`src/rtl/sparc_branch_pkg.sv`:
```
// Shared definitions for the SPARC Bicc branch sequencer.
//   state_t       : sequencer states (IDLE, DELAY, SQUASH)
//   COND_BN/BA    : condition codes that ignore the condition handler
//   branch_taken  : resolves the taken decision for a cond field
package sparc_branch_pkg;

  typedef enum logic [1:0] {
    IDLE   = 2'd0,
    DELAY  = 2'd1,
    SQUASH = 2'd2
  } state_t;

  localparam logic [3:0] COND_BN = 4'b0000;
  localparam logic [3:0] COND_BA = 4'b1000;

  // bn is never taken and ba always is; every other code defers to the
  // condition handler's evaluation of the integer condition codes.
  function automatic logic branch_taken(input logic [3:0] cond, input logic branch_out);
    logic result;
    if (cond == COND_BN) begin
      result = 1'b0;
    end else if (cond == COND_BA) begin
      result = 1'b1;
    end else begin
      result = branch_out;
    end
    return result;
  endfunction

endpackage

```
`src/rtl/sat_counter.sv`:
```
// Saturating up-counter with synchronous clear.
//   clk, reset_n : clock and asynchronous active-low reset
//   clr          : synchronous clear, takes priority over inc
//   inc          : count up by one, sticking at all-ones
//   count        : current value
module sat_counter #(
  parameter int W = 16
) (
  input  logic         clk,
  input  logic         reset_n,
  input  logic         clr,
  input  logic         inc,
  output logic [W-1:0] count
);

  logic [W-1:0] count_reg;
  logic [W-1:0] count_next;

  always_comb begin
    count_next = count_reg;
    if (clr) begin
      count_next = '0;
    end else if (inc && (count_reg != {W{1'b1}})) begin
      count_next = count_reg + 1'b1;
    end
  end

  always_ff @(posedge clk or negedge reset_n) begin
    if (!reset_n) begin
      count_reg <= '0;
    end else begin
      count_reg <= count_next;
    end
  end

  assign count = count_reg;

endmodule

```
`src/rtl/branch_sequencer.sv`:
```
// Branch sequencer for a SPARC-style pipeline with one delay slot.
// Accepts a Bicc in ID, redirects nPC for taken branches, squashes the
// delay slot for annulled branches, flags branches sitting in a live delay
// slot, and counts taken and annulled branches.
//   clk, reset_n       : clock, asynchronous active-low reset
//   stall              : pipeline hold; freezes the sequencer
//   ID_branch_instr    : branch present in ID
//   ID_cond, ID_annul  : cond field and annul bit of that branch
//   ID_target          : computed branch target
//   branch_out         : condition handler's taken decision
//   cnt_clr            : synchronous clear of both counters
//   pc_sel, target_out : nPC redirect and its registered target
//   flush_delay        : squash the delay-slot instruction in ID
//   dcti_err           : one-cycle pulse, branch in a live delay slot
//   busy               : sequencer not idle
//   taken_cnt, annul_cnt : saturating performance counters
module branch_sequencer
  import sparc_branch_pkg::*;
#(
  parameter int CNT_W = 16,
  parameter int PC_W  = 32
) (
  input  logic             clk,
  input  logic             reset_n,
  input  logic             stall,
  input  logic             ID_branch_instr,
  input  logic [3:0]       ID_cond,
  input  logic             ID_annul,
  input  logic [PC_W-1:0]  ID_target,
  input  logic             branch_out,
  input  logic             cnt_clr,
  output logic             pc_sel,
  output logic [PC_W-1:0]  target_out,
  output logic             flush_delay,
  output logic             dcti_err,
  output logic             busy,
  output logic [CNT_W-1:0] taken_cnt,
  output logic [CNT_W-1:0] annul_cnt
);

  state_t          state_reg, state_next;
  logic            pc_sel_reg, pc_sel_next;
  logic [PC_W-1:0] target_reg, target_next;
  // Registered annul decision of the accepted branch; it is exactly the
  // delay-slot squash request while the sequencer sits in SQUASH.
  logic            annul_q_reg, annul_q_next;
  logic            dcti_err_reg, dcti_err_next;

  logic taken;
  logic annul;
  logic accept;

  assign taken  = branch_taken(ID_cond, branch_out);
  // ba,a annuls its slot even though taken; conditional branches annul only
  // when not taken.
  assign annul  = ID_annul & ((ID_cond == COND_BA) | ~taken);
  assign accept = (state_reg == IDLE) & ID_branch_instr & ~stall;

  always_comb begin
    state_next    = state_reg;
    pc_sel_next   = pc_sel_reg;
    target_next   = target_reg;
    annul_q_next  = annul_q_reg;
    dcti_err_next = 1'b0;

    case (state_reg)
      IDLE: begin
        if (accept) begin
          target_next  = ID_target;
          pc_sel_next  = taken;
          annul_q_next = annul;
          state_next   = annul ? SQUASH : DELAY;
        end
      end
      DELAY: begin
        if (!stall) begin
          // The slot instruction is live, so a branch here is a DCTI couple:
          // flag it and drop it rather than accepting it.
          dcti_err_next = ID_branch_instr;
          pc_sel_next   = 1'b0;
          annul_q_next  = 1'b0;
          state_next    = IDLE;
        end
      end
      SQUASH: begin
        // The slot is being flushed, so whatever sits in ID is dead.
        if (!stall) begin
          pc_sel_next  = 1'b0;
          annul_q_next = 1'b0;
          state_next   = IDLE;
        end
      end
      default: begin
        pc_sel_next  = 1'b0;
        annul_q_next = 1'b0;
        state_next   = IDLE;
      end
    endcase
  end

  always_ff @(posedge clk or negedge reset_n) begin
    if (!reset_n) begin
      state_reg    <= IDLE;
      pc_sel_reg   <= 1'b0;
      target_reg   <= '0;
      annul_q_reg  <= 1'b0;
      dcti_err_reg <= 1'b0;
    end else begin
      state_reg    <= state_next;
      pc_sel_reg   <= pc_sel_next;
      target_reg   <= target_next;
      annul_q_reg  <= annul_q_next;
      dcti_err_reg <= dcti_err_next;
    end
  end

  assign pc_sel      = pc_sel_reg;
  assign target_out  = target_reg;
  assign flush_delay = annul_q_reg;
  assign dcti_err    = dcti_err_reg;
  assign busy        = (state_reg != IDLE);

  sat_counter #(.W(CNT_W)) u_taken_cnt (
    .clk     (clk),
    .reset_n (reset_n),
    .clr     (cnt_clr),
    .inc     (accept & taken),
    .count   (taken_cnt)
  );

  sat_counter #(.W(CNT_W)) u_annul_cnt (
    .clk     (clk),
    .reset_n (reset_n),
    .clr     (cnt_clr),
    .inc     (accept & annul),
    .count   (annul_cnt)
  );

endmodule

```
`config.mk`:
```
export PLATFORM = sky130hd
export DESIGN_NAME = branch_sequencer
export DESIGN_NICKNAME = d
export VERILOG_FILES = /design/src/rtl/sparc_branch_pkg.sv /design/src/rtl/sat_counter.sv /design/src/rtl/branch_sequencer.sv
export SDC_FILE = /design/constraint.sdc
export NUM_CORES = 1
export LEC_CHECK = 0
export CORE_AREA = 8 8 112 93
export DETAILED_ROUTE_END_ITERATION = 10
export DIE_AREA = 0 0 120 101
export PLACE_DENSITY = 0.7
export SYNTH_ARGS = -nofsm -noshare
export SYNTH_HDL_FRONTEND = slang
export SYNTH_SLANG_ARGS = --single-unit
```
`constraint.sdc`:
```
create_clock -name clk -period 2.74 [get_ports clk]
set_input_delay 0.411 -clock clk [delete_from_list [all_inputs] [get_ports clk]]
set_output_delay 0.411 -clock clk [all_outputs]
set_load 0.05 [all_outputs]
```
==> results.sh, run 1 <==
export IMPL_status="finished, final reports clean"
export IMPL_total_power_mw=3.75
export IMPL_cts_buffer_depth=2
export IMPL_seq_area_frac_synth=0.507
export IMPL_cp_start_kind="primary input"
export IMPL_post_cts_resized=0
export IMPL_wl_met1_um=4210
export IMPL_worst_slack_ns=0.375
export IMPL_worstPathRequired_ns=3.00
export IMPL_ant_nets=0
export IMPL_tritoncts="done"
export IMPL_ir_drop_v=0.000403
export IMPL_rr_worst_depth=6
export IMPL_critPathSlowestCell="or4b_4"
export IMPL_synth_adder_area_share=0.0149
export IMPL_drt_wl_total_um=9760
export IMPL_cp_cell_sequence="clkdlybuf4s50_1, or4b_4, a2111o_1, or4b_1, a21oi_1"
export IMPL_core_region_area_um2=8730
export IMPL_start_util=0.385
export IMPL_critPathTopFamily="simple AND/OR/NAND/NOR gates"
export IMPL_yosysUniqueCellTypes=46
export IMPL_fillCellCount=800
export IMPL_final_common_cell="nand2_1"
export IMPL_synth_flop_cell="dfrtp_1"
export IMPL_fmax_mhz=423
export IMPL_synth_edf_count=0
export IMPL_grt_pass1_vias=3212
export IMPL_cap_violations=0
export IMPL_synth_simple_gate_area_frac=0.287
export IMPL_setup_viol=0
export IMPL_place_hpwl_um=7090
export IMPL_min_path_type="primary input to async pin"
export IMPL_yosysTopAreaCell="dfrtp_1"
export IMPL_synth_top_family_by_area="simple AND/OR/NAND/NOR gates"
export IMPL_rows=31
export IMPL_path_class="primary input to register"
export IMPL_die_width_um=120
export IMPL_globalplace_congestion=0.766
export IMPL_clock_sink_count=68
export IMPL_power_density_nw_per_um2=766
export IMPL_wl_per_cell_um=15.9
export IMPL_grt_max_degree=69
export IMPL_wl_met3_um=609
export IMPL_max_slew_worst_pin_slew_ns=0.845
export IMPL_syn_area_um2=3360
export IMPL_worst_ep_arrival_time_ns=2.62
export IMPL_largest_reg_flops=32
export IMPL_io_buffers=110
export IMPL_first_pass_iters=4
export IMPL_fin_crit_sh=0.863
export IMPL_cts_setup_buffers=0
export IMPL_clk_pin_slew_ns=0.08
export IMPL_syn_area_per_cell_um2=9.10
export IMPL_rsz0062_at_grt="false"
export IMPL_slew_violations=0
export IMPL_hold_ws_ns=0.0843
export IMPL_relSlewSlack=0.435
export IMPL_pre_cts_ws_ns=0.0451
export IMPL_synth_mux_area_fraction=0.0298
export IMPL_grt_ovfl_total=0
export IMPL_synth_xor_area_share=0
export IMPL_cts_made_buffers=9
export IMPL_routed_via_density=5.20
export IMPL_yosysWarningCount=0
export IMPL_io_pins=111
export IMPL_critPathBufInv=1
export IMPL_drtIter0Drc=158
export IMPL_ff2ff_setup_slack_ns=0.55
export IMPL_period_minus_slack_ns=2.36
export IMPL_post_route_drc_count=0
export IMPL_wl_met2_um=4820
export IMPL_num_nets_final=541
export IMPL_antenna_found_initial=0
export IMPL_drive_above_1_share=0.0982
export IMPL_yosysTopAreaCellShare=0.507
export IMPL_critPathMaxFanout=9
export IMPL_seqCellArea_um2=1700
export IMPL_syn2layout_area_growth_pct=45.8
export IMPL_final_cell_mix="nand2_1 (110), clkdlybuf4s50_1 (109), dfrtp_1 (68)"
export IMPL_end_kind="register"
export IMPL_top_layer_used="met4"
export IMPL_syn_inst=369
export IMPL_cts_root_buf="clkbuf_8"
export IMPL_clk_latency_ns=0.34
export IMPL_die_area_um2=12100
export IMPL_finalClockSkew_ns=0.00751
export IMPL_final_setup_tns_ns=0
export IMPL_grt_pass1_wl_um=16300
export IMPL_cp_depth=5
export IMPL_num_vias=3192
export IMPL_synth_compound_area_frac=0.127
export IMPL_critPathMaxStageDelay_ns=0.55
export IMPL_multiInputGateArea_um2=1550
export IMPL_htree_levels=3
export IMPL_hold_violations=0
export IMPL_ys_top_cells_by_area="dfrtp_1 (51%), nand2_1 (12%), a21oi_1 (3.3%), mux2_2 (2.7%), o31ai_1 (2.5%)"
export IMPL_diodes=0
export IMPL_synth_nets=416
export IMPL_async_flop_share=1.00
export IMPL_dieHeight_um=101
export IMPL_p_leak_nw=2.08
export IMPL_synth_seq_cells=68
export IMPL_cts_hold_buf=0
export IMPL_grt_util_all_layers=0.165
==> layer usage <==
layer	global-route usage	vias up
li1	-	1553
met1	0.202	1559
met2	0.270	71
met3	0.0594	9
met4	0.0421	0
met5	0	-
==> area by class of cell <==
class | instances | area share
clock buffers | 10 | 0.0281
clock inverters | 6 | 0.0130
inverters | 14 | 0.0107
multi-input cells | 272 | 0.316
flip-flops and latches | 68 | 0.348
well taps | 115 | 0.0294
repair buffers | 129 | 0.256
==> report_power, final <==
part / internal (mW) / switching [mW] / leakage [nW]
clock network: 0.444 / 0.407 / 0.0983
registers: 1.21 / 0.109 / 0.897
logic: 0.513 / 1.07 / 1.09
==> stage by stage <==
| stage | utilization | instance area [µm²] | cells |
|---|---|---|---|
| 6_report | 0.561 | 4900 | 614 |
| 5_1_grt | 0.561 | 4900 | 614 |
| 4_1_cts | 0.561 | 4900 | 614 |
| 3_5_place_dp | 0.538 | 4690 | 598 |
| 3_3_place_gp | 0.538 | 4690 | 598 |
| 2_1_floorplan | - | 3360 | 369 |
==> kinds of logic after synthesis <==
| kind of cell | Yosys count |
|---|---|
| mux | 9 |
| simple gates | 196 |
| buf+inv | 29 |
| fa+ha+maj | 4 |
| flops | 68 |
| compound gates | 63 |
==> path summary, 6_finish.rpt <==
| kind | startpoint | endpoint |
|---|---|---|
| max | ID_cond[1] | u_annul_cnt.count[13] |
| min | reset_n | u_annul_cnt.count[11] |
| max reg2reg | state_reg[1] | u_taken_cnt.count[8] |
| min reg2reg | target_out[14] | target_out[14] |
| max in group asynchronous | reset_n | target_out[22] |
| min in group clk | target_out[14] | target_out[14] |
==> synthesized netlist by cell type (5+ instances only) <==
master / count
nand4_1: 7
inv_1: 14
mux2_2: 8
or3_1: 6
and3_1: 5
dfrtp_1: 68
nand3_1: 13
a21oi_1: 22
nor2_1: 10
a211oi_1: 8
clkbuf_1: 14
and4_1: 6
nand2_1: 110
o31ai_1: 11
or4_1: 8
nor2b_1: 10
Power figures use the tool's default switching activity.
==> run 2: changes to the inputs <==
--- a/config.mk
+++ b/config.mk
@@ -5,10 +5,11 @@
 export SDC_FILE = /design/constraint.sdc
 export NUM_CORES = 1
 export LEC_CHECK = 0
-export CORE_AREA = 8 8 112 93
+export ABC_AREA = 1
+export CORE_AREA = 8 8 115 96
 export DETAILED_ROUTE_END_ITERATION = 10
-export DIE_AREA = 0 0 120 101
-export PLACE_DENSITY = 0.7
+export DIE_AREA = 0 0 123 104
+export PLACE_DENSITY = 0.69
 export SYNTH_ARGS = -nofsm -noshare
 export SYNTH_HDL_FRONTEND = slang
 export SYNTH_SLANG_ARGS = --single-unit
==> run 2 against run 1 <==
Net effect: critical path depth shrank 1; die area up 5.5%; synthesized area rose by 5.9%; via count up 7.7%; worst hold slack gained 0.051 ns; count of clock-buffer cells in the layout unchanged; cell count up 16%; sequential share of layout area is 1.2 points lower; setup slack improved by 0.028 ns; first-iteration DRC count decreased by 14%; largest cell class unchanged.
==> results.sh, run 2 <==
export IMPL_grt_pass1_vias=3537
export IMPL_wl_per_cell_um=13.9
export IMPL_synth_simple_gate_area_frac=0.389
export IMPL_synth_most_common_cell="nand2_1"
export IMPL_yosysWarningCount=0
export IMPL_antenna_found_initial=0
export IMPL_synth_top_family_by_area="simple AND/OR/NAND/NOR gates"
export IMPL_final_cell_mix="nand2_1 (202), clkdlybuf4s50_1 (109), dfrtp_1 (68)"
export IMPL_async_flop_share=1.00
export IMPL_synth_edf_count=0
export IMPL_critPathMaxFanout=3
export IMPL_hold_violations=0
export IMPL_cts_buffer_depth=2
export IMPL_slew_violations=0
export IMPL_synth_flop_cell="dfrtp_1"
export IMPL_cts_hold_buf=0
export IMPL_critPathTopFamily="buffers and inverters"
export IMPL_ys_top_cells_by_area="dfrtp_1 (48%), nand2_1 (21%), nand3_1 (7.3%), inv_1 (4.4%), nor2_1 (3.9%)"
export IMPL_ant_nets=0
export IMPL_drtIter0Drc=136
export IMPL_final_util=0.546
export IMPL_final_common_cell="nand2_1"
export IMPL_syn2layout_area_growth_pct=42.7
export IMPL_place_area_um2=4770
export IMPL_fmax_mhz=428
export IMPL_end_kind="output port"
export IMPL_fin_crit_sh=0.853
export IMPL_first_pass_iters=4
export IMPL_syn_inst=477
export IMPL_die_width_um=123
export IMPL_status="finished, final reports clean"
export IMPL_dieHeight_um=104
export IMPL_cts_made_buffers=9
export IMPL_core_region_area_um2=9290
export IMPL_start_util=0.383
export IMPL_ir_drop_v=0.000668
export IMPL_drt_wl_total_um=9930
export IMPL_cap_violations=0
export IMPL_htree_levels=3
export IMPL_power_density_nw_per_um2=878
export IMPL_clk_pin_slew_ns=0.06
export IMPL_min_path_type="primary input to async pin"
export IMPL_rows=32
export IMPL_synth_seq_cells=68
export IMPL_clk_latency_ns=0.33
export IMPL_max_slew_worst_pin_slew_ns=0.717
export IMPL_finalClockSkew_ns=0.0115
export IMPL_critPathMaxStageDelay_ns=0.84
export IMPL_synth_adder_area_share=0.0141
export IMPL_syn_area_um2=3550
export IMPL_num_nets_final=635
export IMPL_crit_top_cell="inv_1"
export IMPL_yosys_top_cells_count="nand2_1 (202), dfrtp_1 (68), nand3_1 (52)"
export IMPL_die_area_um2=12800
export IMPL_critPathSlowestCell="clkdlybuf4s50_1"
export IMPL_yosysTopAreaCell="dfrtp_1"
export IMPL_worstPathRequired_ns=2.33
export IMPL_relSlewSlack=0.522
export IMPL_critPathBufInv=3
export IMPL_grt_pass1_wl_um=16800
export IMPL_p_leak_nw=2.51
export IMPL_place_hpwl_um=7320
export IMPL_setup_viol=0
export IMPL_cts_root_buf="clkbuf_16"
export IMPL_yosysUniqueCellTypes=26
export IMPL_dp_cells=696
export IMPL_synth_nets=524
export IMPL_post_route_drc_count=0
export IMPL_period_minus_slack_ns=2.34
export IMPL_final_setup_tns_ns=0
export IMPL_tritoncts="done"
export IMPL_num_vias=3439
export IMPL_design_area_um2=5070
export IMPL_cp_start_kind="register"
export IMPL_worst_ep_arrival_time_ns=1.93
export IMPL_drive_above_1_share=0.0540
export IMPL_yosysTopAreaCellShare=0.479
export IMPL_io_buffers=110
export IMPL_io_pins=111
export IMPL_grt_max_degree=40
export IMPL_seq_area_frac_synth=0.479
export IMPL_globalplace_congestion=0.865
export IMPL_grt_util_all_layers=0.161
export IMPL_stdcell_count=712
export IMPL_post_cts_resized=0
export IMPL_rsz0062_at_grt="false"
export IMPL_synth_compound_area_frac=0.0239
export IMPL_clock_sink_count=68
export IMPL_cts_setup_buffers=0
export IMPL_routed_via_density=4.83
export IMPL_synth_xor_area_share=0.0271
export IMPL_largest_reg_flops=32
export IMPL_grt_ovfl_total=0
export IMPL_synth_mux_area_fraction=0
export IMPL_syn_area_per_cell_um2=7.45
export IMPL_diodes=0
export IMPL_path_class="register to output port"
export IMPL_cp_cell_sequence="inv_1, ha_1, inv_1, clkdlybuf4s50_1"
[run 2: changes by cell type in the layout (fill, tap and decap cells not counted), sizes merged, moves of 9 or more]
cell,before,now
a21oi,22,0
buf,20,5
inv,14,46
nand2,110,203
nand3,13,52
nand4,7,16
nor2,10,44
nor2b,10,0
o31ai,11,0
xor2,0,11
[run 2: final cells by class]
type                       count  area, µm²
sequential                    68       1700
inverter                      44        165
tap                          119        149
clock buffer                  10        229
fill                         914       4220
timing repair buffer         114       1140
clock inverter                 6       72.6
multi-input combinational    351       1620
[run 2: layer usage]
metal  global-route usage  routed length, µm  share of wire  vias to the layer above
li1                     -                  -              -                     1717
met1                0.188               4020           0.41                     1593
met2                0.249               4560           0.46                      119
met3               0.0901               1260           0.13                       10
met4               0.0403                 84         0.0085                        0
met5                    0                  0              0                        -
[run 2: cells by family (layout without fill, tap and decap cells)]
kind of cell	after synthesis	count (layout)
fa+ha+maj	4	4
xor+xnor	11	11
compound gates	14	14
buf+inv	58	174
simple gates	322	322
flops	68	68
[run 2: per-stage QoR]
| stage | hold WS (ns) | setup WS [ns] | power, mW |
|---|---|---|---|
| 4_1_cts | 0.151 | 0.369 | 4.51 |
| 5_1_grt | 0.185 | 0.285 | 4.69 |
| 3_3_place_gp | 0.454 | 0.562 | 3.29 |
| 6_report | 0.135 | 0.404 | 4.45 |
| 2_1_floorplan | 0.115 | 0.623 | 2.59 |
| 3_5_place_dp | 0.458 | 0.488 | 3.31 |
[run 2: worst paths after layout]
path | from | endpoint | slack (ns) | depth (start not counted)
min in group clk | target_out[2] | target_out[2] | 0.47 | 2
min | reset_n | u_taken_cnt.count[10] | 0.14 | 1
max reg2reg | state_reg[1] | u_taken_cnt.count[11] | 0.73 | 9
min reg2reg | target_out[2] | target_out[2] | 0.47 | 2
max | state_reg[1] | busy | 0.40 | 4
max in group asynchronous | reset_n | target_out[15] | 1.94 | 2
[run 2: report_power, final]
part           internal [mW]  leakage (nW)  switching [mW]
sequential              1.25         0.897           0.136
combinational          0.589          1.47            1.30
clock                  0.714         0.144           0.462
==> run 3: changes to the inputs <==
--- a/config.mk
+++ b/config.mk
@@ -6,10 +6,12 @@
 export NUM_CORES = 1
 export LEC_CHECK = 0
 export ABC_AREA = 1
+export CAP_MARGIN = 25
 export CORE_AREA = 8 8 115 96
 export DETAILED_ROUTE_END_ITERATION = 10
 export DIE_AREA = 0 0 123 104
 export PLACE_DENSITY = 0.69
+export RECOVER_POWER = 100
 export SYNTH_ARGS = -nofsm -noshare
 export SYNTH_HDL_FRONTEND = slang
 export SYNTH_SLANG_ARGS = --single-unit
==> run 3 against run 2 <==
Net effect: the flow now finishes with violations (max-capacitance violations, max-slew violations); critical path depth stayed put; utilization is 0.22 points lower; maximum frequency is 2.4% lower; clock power hardly changed; sequential share of layout area is 0.13 points higher; sequential power hardly changed; count of clock-buffer cells in the layout stayed put; first-iteration DRC count is 5.9% lower; register-to-register slack worse by 0.29 ns; worst hold slack better by 0.33 ns; combinational power is 5% lower; die area stayed put; critical endpoint unchanged; largest power group unchanged; highest routed layer unchanged.
==> results.sh, run 3 (synthesis gave the netlist of run 2 again) <==
export IMPL_final_common_cell="nand2_1"
export IMPL_grt_ovfl_total=0
export IMPL_num_vias=3440
export IMPL_cp_start_kind="register"
export IMPL_syn2layout_area_growth_pct=42.1
export IMPL_seq_power_share=0.316
export IMPL_grt_pass1_vias=3537
export IMPL_stdcell_count=712
export IMPL_slew_violations=30
export IMPL_die_width_um=123
export IMPL_seqCellArea_um2=1700
export IMPL_max_slew_worst_pin_slew_ns=1.72
export IMPL_htree_levels=3
export IMPL_grt_util_all_layers=0.161
export IMPL_rows=32
export IMPL_power_internal_mw=2.46
export IMPL_rsz0062_at_grt="false"
export IMPL_status="finished with violations"
export IMPL_cts_made_buffers=9
export IMPL_io_pins=111
export IMPL_path_class="register to output port"
export IMPL_die_area_um2=12800
export IMPL_core_region_area_um2=9290
export IMPL_worstPathRequired_ns=2.33
export IMPL_hold_violations=0
export IMPL_tritoncts="done"
export IMPL_fillCellCount=915
export IMPL_wl_per_cell_um=13.9
export IMPL_worst_ep_arrival_time_ns=1.98
export IMPL_power_frac_comb=0.414
export IMPL_cap_violations=1
export IMPL_final_cell_mix="nand2_1 (202), dfrtp_1 (68), dlygate4sd3_1 (68)"
export IMPL_period_minus_slack_ns=2.40
export IMPL_dp_cells=696
export IMPL_globalplace_congestion=0.865
export IMPL_cts_buffer_depth=2
export IMPL_io_buffers=110
export IMPL_dieHeight_um=104
export IMPL_diodes=0
export IMPL_start_util=0.383
export IMPL_ir_drop_v=0.000639
export IMPL_min_path_type="register to register"
export IMPL_largest_reg_flops=32
export IMPL_first_pass_iters=4
export IMPL_drive_above_1_share=0.0506
export IMPL_cts_hold_buf=0
export IMPL_drt_wl_total_um=9900
export IMPL_p_leak_nw=2.66
export IMPL_cts_root_buf="clkbuf_16"
export IMPL_drtIter0Drc=128
export IMPL_setup_viol=0
export IMPL_grt_max_degree=40
export IMPL_relSlewSlack=-0.148
export IMPL_antenna_found_initial=0
export IMPL_clock_sink_count=68
export IMPL_cts_setup_buffers=0
export IMPL_power_density_nw_per_um2=860
export IMPL_clk_latency_ns=0.33
export IMPL_hold_ws_ns=0.464
export IMPL_end_kind="output port"
export IMPL_multiInputGateArea_um2=1600
export IMPL_final_setup_tns_ns=0
export IMPL_grt_pass1_wl_um=16800
export IMPL_critPathMaxFanout=3
export IMPL_final_util=0.544
export IMPL_post_cts_resized=0
export IMPL_post_route_drc_count=0
export IMPL_p_sw_frac=0.434
export IMPL_fin_crit_sh=0.874
export IMPL_ant_nets=0
export IMPL_fmax_mhz=418
export IMPL_place_hpwl_um=7320
export IMPL_violations="max-capacitance violations, max-slew violations"
export IMPL_finalClockSkew_ns=0.0118
export IMPL_power_frac_clock=0.270
export IMPL_netSwitchingPower_mw=1.89
export IMPL_clk_pin_slew_ns=0.06
export IMPL_routed_via_density=4.83
export IMPL_num_nets_final=635
run 3: cell count changes in the layout (fill, tap and decap cells not counted), sizes merged:
cell,delta
dlygate4sd3,+68
clkbuf,+2
clkdlybuf4s50,-68
buf,-2
run 3: critical path, stage by stage (launching register included):
cell           delay, ns
dfrtp_1             0.34
inv_1               0.07
ha_1                0.22
inv_1               0.12
dlygate4sd3_1       0.91
run 3: per-stage QoR:
stage / area [µm²] / power (mW) / setup WS (ns)
finish: 5050 / 4.34 / 0.345
global route: 5050 / 4.58 / 0.227
CTS: 5070 / 4.51 / 0.369
detailed placement: 4770 / 3.31 / 0.488
global placement: 4770 / 3.29 / 0.562
floorplan: 3550 / 2.59 / 0.623
run 3: metal layers:
metal | up-vias | wire (µm) | track usage
met2 | 115 | 4510 | 0.249
met1 | 1600 | 4080 | 0.188
met4 | 0 | 74 | 0.0403
li1 | 1718 | - | -
met3 | 7 | 1240 | 0.0901
met5 | - | 0 | 0
run 3: area by class of cell:
| type | instances | area share |
|---|---|---|
| clock inverters | 6 | 0.0144 |
| well taps | 119 | 0.0295 |
| repair buffers | 114 | 0.225 |
| multi-input cells | 351 | 0.317 |
| clock buffers | 10 | 0.0453 |
| inverters | 44 | 0.0327 |
| flip-flops and latches | 68 | 0.337 |
run 3: final timing paths:
| check | start | to | slack (ns) | cells after the start |
|---|---|---|---|---|
| min reg2reg | target_out[20] | target_out[20] | 0.46 | 2 |
| max | state_reg[1] | busy | 0.34 | 4 |
| min | target_out[20] | target_out[20] | 0.46 | 2 |
| max reg2reg | state_reg[1] | u_taken_cnt.count[15] | 0.44 | 9 |
| max in group asynchronous | reset_n | target_out[9] | 1.21 | 1 |
| min in group asynchronous | reset_n | u_taken_cnt.count[10] | 0.53 | 1 |
run 3: power groups by stage:
stage	combinational, mW	clock, mW	sequential (mW)
2_1_floorplan	0.359	0	2.23
3_5_place_dp	1.91	0	1.40
4_1_cts	1.92	1.21	1.39
6_report	1.80	1.17	1.37
5_1_grt	1.93	1.25	1.41
3_3_place_gp	1.90	0	1.38
